**src/rtl/spi_px_master_pkg.sv**
```systemverilog
// Shared sobel-chip parameters: pixel width and the SPI master state encoding.
package spi_px_master_pkg;

   localparam int PIXEL_WIDTH = 24;

   typedef enum logic [2:0] {
      ST_IDLE,
      ST_SETUP,
      ST_SHIFT,
      ST_HOLD,
      ST_GAP
   } spi_state_t;

endpackage

```
**src/rtl/spi_px_master_clk_div.sv**
```systemverilog
// SCK half-period tick generator; counter is held cleared while disabled so it
// restarts cleanly each time the enable rises.
module spi_clk_div #(
   parameter int HALF_PERIOD = 2
) (
   input  logic clk_i,
   input  logic nreset_i,
   input  logic en,
   output logic tick
);

   localparam int CW = (HALF_PERIOD > 1) ? $clog2(HALF_PERIOD) : 1;

   logic [CW-1:0] cnt;

   assign tick = en && (cnt == CW'(HALF_PERIOD - 1));

   always_ff @(posedge clk_i or negedge nreset_i) begin
      if (!nreset_i)
         cnt <= '0;
      else if (!en || tick)
         cnt <= '0;
      else
         cnt <= cnt + 1'b1;
   end

endmodule

```
**src/rtl/spi_px_master.sv**
```systemverilog
// SPI mode-0 full-duplex master: one PIXEL_WIDTH-bit pixel out and one word in
// per chip-select frame, MSB first, all outputs registered.
module spi_px_master #(
   parameter int HALF_PERIOD = 2,
   parameter int PIXEL_WIDTH = spi_px_master_pkg::PIXEL_WIDTH
) (
   input  logic                   clk_i,
   input  logic                   nreset_i,
   input  logic [PIXEL_WIDTH-1:0] tx_px_i,
   input  logic                   tx_valid_i,
   output logic                   tx_ready_o,
   output logic [PIXEL_WIDTH-1:0] rx_px_o,
   output logic                   rx_valid_o,
   output logic                   spi_sck_o,
   output logic                   spi_cs_o,
   output logic                   spi_sdo_o,
   input  logic                   spi_sdi_i
);

   import spi_px_master_pkg::*;

   localparam int BW = $clog2(PIXEL_WIDTH);

   spi_state_t             state, next_state;
   logic                   tick, accept, last_bit, div_en;
   logic                   cs_nx, ready_nx;
   logic [PIXEL_WIDTH-1:0] tx_sr, rx_sr;
   logic [BW-1:0]          bit_cnt;

   assign accept   = (state == ST_IDLE) && tx_valid_i && tx_ready_o;
   assign last_bit = (bit_cnt == BW'(PIXEL_WIDTH - 1));
   assign div_en   = (state != ST_IDLE);

   spi_clk_div #(.HALF_PERIOD(HALF_PERIOD)) u_clk_div (
      .clk_i    (clk_i),
      .nreset_i (nreset_i),
      .en       (div_en),
      .tick     (tick)
   );

   always_ff @(posedge clk_i or negedge nreset_i) begin
      if (!nreset_i)
         state <= ST_IDLE;
      else
         state <= next_state;
   end

   // After the last falling edge SHIFT waits one more low half-period before HOLD.
   always_comb begin
      next_state = state;
      case (state)
         ST_IDLE:  if (accept) next_state = ST_SETUP;
         ST_SETUP: if (tick) next_state = ST_SHIFT;
         ST_SHIFT: if (tick && !spi_sck_o && last_bit) next_state = ST_HOLD;
         ST_HOLD:  if (tick) next_state = ST_GAP;
         ST_GAP:   if (tick) next_state = ST_IDLE;
         default:  next_state = ST_IDLE;
      endcase
   end

   always_comb begin
      cs_nx    = !(next_state inside {ST_SETUP, ST_SHIFT, ST_HOLD});
      ready_nx = (next_state == ST_IDLE);
   end

   always_ff @(posedge clk_i or negedge nreset_i) begin
      if (!nreset_i) begin
         spi_cs_o   <= 1'b1;
         tx_ready_o <= 1'b0;
      end else begin
         spi_cs_o   <= cs_nx;
         tx_ready_o <= ready_nx;
      end
   end

   always_ff @(posedge clk_i or negedge nreset_i) begin
      if (!nreset_i) begin
         tx_sr      <= '0;
         rx_sr      <= '0;
         bit_cnt    <= '0;
         spi_sck_o  <= 1'b0;
         spi_sdo_o  <= 1'b0;
         rx_px_o    <= '0;
         rx_valid_o <= 1'b0;
      end else begin
         rx_valid_o <= 1'b0;
         case (state)
            ST_IDLE: if (accept) begin
               tx_sr     <= tx_px_i;
               spi_sdo_o <= tx_px_i[PIXEL_WIDTH-1];
               rx_sr     <= '0;
               bit_cnt   <= '0;
            end
            ST_SETUP: if (tick) begin
               spi_sck_o <= 1'b1;
               rx_sr     <= {rx_sr[PIXEL_WIDTH-2:0], spi_sdi_i};
            end
            ST_SHIFT: if (tick) begin
               if (spi_sck_o) begin
                  // Zero fill makes sdo drop to 0 after the final bit.
                  spi_sck_o <= 1'b0;
                  tx_sr     <= {tx_sr[PIXEL_WIDTH-2:0], 1'b0};
                  spi_sdo_o <= tx_sr[PIXEL_WIDTH-2];
               end else if (!last_bit) begin
                  spi_sck_o <= 1'b1;
                  rx_sr     <= {rx_sr[PIXEL_WIDTH-2:0], spi_sdi_i};
                  bit_cnt   <= bit_cnt + 1'b1;
               end
            end
            ST_HOLD: if (tick) begin
               rx_px_o    <= rx_sr;
               rx_valid_o <= 1'b1;
            end
            default: ;
         endcase
      end
   end

endmodule

```
**config.mk**
```make
export PLATFORM = sky130hd
export DESIGN_NAME = spi_px_master
export DESIGN_NICKNAME = d
export VERILOG_FILES = /design/src/rtl/spi_px_master_pkg.sv /design/src/rtl/spi_px_master_clk_div.sv /design/src/rtl/spi_px_master.sv
export SDC_FILE = /design/constraint.sdc
export NUM_CORES = 1
export LEC_CHECK = 0
export CORE_ASPECT_RATIO = 0.9
export CORE_UTILIZATION = 60
export CTS_CLUSTER_DIAMETER = 120
export DETAILED_ROUTE_END_ITERATION = 10
export DONT_BUFFER_PORTS = 1
export HOLD_SLACK_MARGIN = 0.15
export PLACE_DENSITY = 0.86
export SETUP_SLACK_MARGIN = 0.02
export SLEW_MARGIN = 20
export SYNTH_ARGS = -nofsm -noshare
export SYNTH_HDL_FRONTEND = slang
export SYNTH_HIERARCHICAL = 1
export SYNTH_SLANG_ARGS = --single-unit
```
**constraint.sdc**
```tcl
create_clock -name clk_i -period 2.6 [get_ports clk_i]
set_input_delay 0.13 -clock clk_i [delete_from_list [all_inputs] [get_ports clk_i]]
set_output_delay 0.13 -clock clk_i [all_outputs]
set_load 0.005 [all_outputs]
```
==> results.json <==
{
  "dr.pass1.iters": 4,
  "initial_core_util": 0.6412,
  "worstSetupPathType": "register to register",
  "place_congestion": 0.7570,
  "final_core_util": 0.7333,
  "maxCapViolations": 0,
  "setup_tns_ns": 0,
  "dr_total_vias": 2497,
  "ir_drop_uv": 698.9,
  "postCtsSetupRepairBufs": 0,
  "end_kind": "register",
  "synth_cells": 328,
  "clock.fmax_mhz": 429.7,
  "grt_pass1_vias": 2579,
  "cts_inserted_buffers": 9,
  "io_pins": 57,
  "syn_area_mm2": 0.003755,
  "hp-class": "input port to register",
  "status": "finished clean",
  "crit_required_ns": 2.87,
  "startpoint": "state[1]",
  "hold_violations": 0,
  "async_reset_ff_frac": 1.000,
  "grt_usage": 0.2490,
  "synth_cell_types": 40,
  "drt_iter0_drc": 157,
  "dp_hpwl_um": 4469,
  "wl_per_cell_um": 17.35,
  "die_area_mm2": 0.006579,
  "place.port_buffers": 0,
  "r2r-start": "state[1]",
  "report.final.slew_viol_count": 0,
  "drive_above_1_share": 0.1569,
  "h-tree-depth": 3,
  "antenna_found_initial": 0,
  "fin_ws_ns": 0.2729,
  "die_w_um": 85.39,
  "slew_headroom": 0.4878,
  "cts_tree": "built",
  "reg2reg_slack_ns": 0.27,
  "clk_pin_slew_ns": 0.08,
  "yosys_warnings": 6,
  "antenna_cells": 0,
  "syn_to_final_growth_pct": 14.36,
  "grt_pass1_wl_um": 12530,
  "synth_area_per_cell_um2": 11.45,
  "fin_crit_ns": 2.327,
  "synth_seq_cells": 85,
  "fin_nets": 381,
  "grt_overflow": 0,
  "clock_latency_ns": 0.35,
  "synth_seq_area_share": 0.5668,
  "drt-total-wl_um": 7409,
  "crit_fanout": 24,
  "cts_sinks": 85,
  "place_ws_ns": 0.3739,
  "layout_worst_path_cycle_share": 0.8950,
  "rsz0062_at_grt": "false",
  "root_buffer": "clkbuf_8",
  "fill_cells": 380,
  "vias_per_cell": 5.848,
  "startpoint_type": "register",
  "synth_nets": 357,
  "power.density_mw_per_mm2": 1200,
  "multiInputGateArea_mm2": 0.001408,
  "worstMarginPinSlew_ns": 0.7664,
  "grt_max_degree": 86,
  "synth_ff_type": "dfrtp_1",
  "min-delay-start": "tx_valid_i",
  "seqCellArea_mm2": 0.002128,
  "drc": 0,
  "setup_violations": 0,
  "die_h_um": 77.05,
  "arrival_ns": 2.59,
  "fin_skew_ns": 0.01054,
  "fin_total_pwr_mw": 5.151,
  "rows": 26,
  "synth_edf_count": 0,
  "core_area_mm2": 0.005856,
  "ant_nets": 0,
  "p_leak_nw": 1.952,
  "clockBufferDepth": 2
}
## worst paths after layout
check	depth (start not counted)	endpoint
setup / recovery	8	rx_sr[18]
hold / removal	4	bit_cnt[1]
setup reg to reg	8	rx_sr[18]
hold reg to reg	2	rx_px_o[7]
max in group asynchronous	2	spi_cs_o
min in group asynchronous	2	tx_sr[21]
## worst max-delay path: stages, from the launching register on
cell,delay [ns]
dfrtp_1,0.53
nor2_1,0.30
nand2_1,0.15
and2_2,0.28
nand2_1,0.11
o21ai_0,0.17
a21oi_4,0.24
buf_12,0.23
mux2i_1,0.22
## layout by cell type (no fill, tap or decap), drive strengths merged, types with 2 or more instances in the layout
| cell type | netlist | final |
|---|---|---|
| a21oi | 2 | 2 |
| a22o | 2 | 2 |
| a2bb2oi | 23 | 23 |
| buf | 12 | 7 |
| clkbuf | 9 | 11 |
| clkinv | 0 | 2 |
| clkinvlp | 0 | 2 |
| dfrtp | 84 | 84 |
| dlygate4sd3 | 0 | 27 |
| inv | 28 | 28 |
| mux2i | 26 | 26 |
| nand2 | 56 | 56 |
| nand2b | 2 | 2 |
| nand3 | 4 | 4 |
| nor2 | 7 | 7 |
| nor3 | 3 | 3 |
| o21ai | 28 | 28 |
| o22ai | 23 | 23 |
| xnor2 | 2 | 2 |
## logic make-up (layout without fill, tap and decap cells)
group / Yosys count / count (layout) / synth area share
compound gates: 82 / 82 / 0.1853
xor+xnor: 3 / 3 / 0.006999
fa+ha+maj: 1 / 1 / 0.003332
buf+inv: 49 / 78 / 0.05931
flops: 85 / 85 / 0.5668
mux: 27 / 27 / 0.07231
simple gates: 81 / 81 / 0.1060
## through the flow
| step | cells | hold slack (ns) | area, µm² |
|---|---|---|---|
| final | 427 | 0.1761 | 4294 |
| after global routing | 427 | 0.1793 | 4294 |
| after CTS | 427 | 0.1671 | 4294 |
| after detailed placement | 383 | -0.1625 | 3786 |
| after global placement | 383 | -0.1625 | 3786 |
| after floorplan | 328 | -0.1656 | 3755 |
## timing repair
action                    in CTS  in global routing
hold buffers                  28                  0
hold endpoints to repair     113                  0
resized for setup              0                  0
## layout make-up
| class | instances | share of cell area |
|---|---|---|
| Clock buffer | 11 | 0.03526 |
| Inverter | 28 | 0.02448 |
| Timing Repair Buffer | 34 | 0.08275 |
| Sequential cell | 85 | 0.4956 |
| Tap cell | 70 | 0.02040 |
| Multi-Input combinational cell | 194 | 0.3278 |
| Clock inverter | 5 | 0.01369 |
## synth_stat cells, drive strengths merged (3+ instances only)
master   count  area (µm²)
a2bb2oi     23       320.3
buf         12       83.82
clkbuf       9       33.78
dfrtp       84        2102
inv         28       105.1
mux2i       26       260.3
nand2       56       212.7
nand3        4       20.02
nor2         7       26.28
nor3         3       20.02
o21ai       28       140.1
o22ai       23       143.9
## metal layers
metal | vias up | part of all wire | track usage
met5 | - | 0 | 0
met4 | 0 | 0.019 | 0.08167
met3 | 16 | 0.051 | 0.07858
met2 | 59 | 0.50 | 0.4113
met1 | 1240 | 0.43 | 0.3135
li1 | 1182 | - | -
## state kept, by name, summed over array words and instances, names as in the netlist
signal         cells
rx_sr             24
spi_cs_o           1
rx_px_o           24
bit_cnt            5
spi_sck_o          1
tx_ready_o         1
rx_valid_o         1
state              3
tx_sr             23
spi_sdo_o          1
u_clk_div/cnt      1
## power by group
group | internal [mW] | total, mW | switching [mW] | leakage [nW]
registers | 1.85 | 2.28 | 0.434 | 1.09
logic | 0.892 | 1.91 | 1.02 | 0.759
clock network | 0.496 | 0.956 | 0.461 | 0.102
No activity file was read; power rests on OpenSTA's default activity.
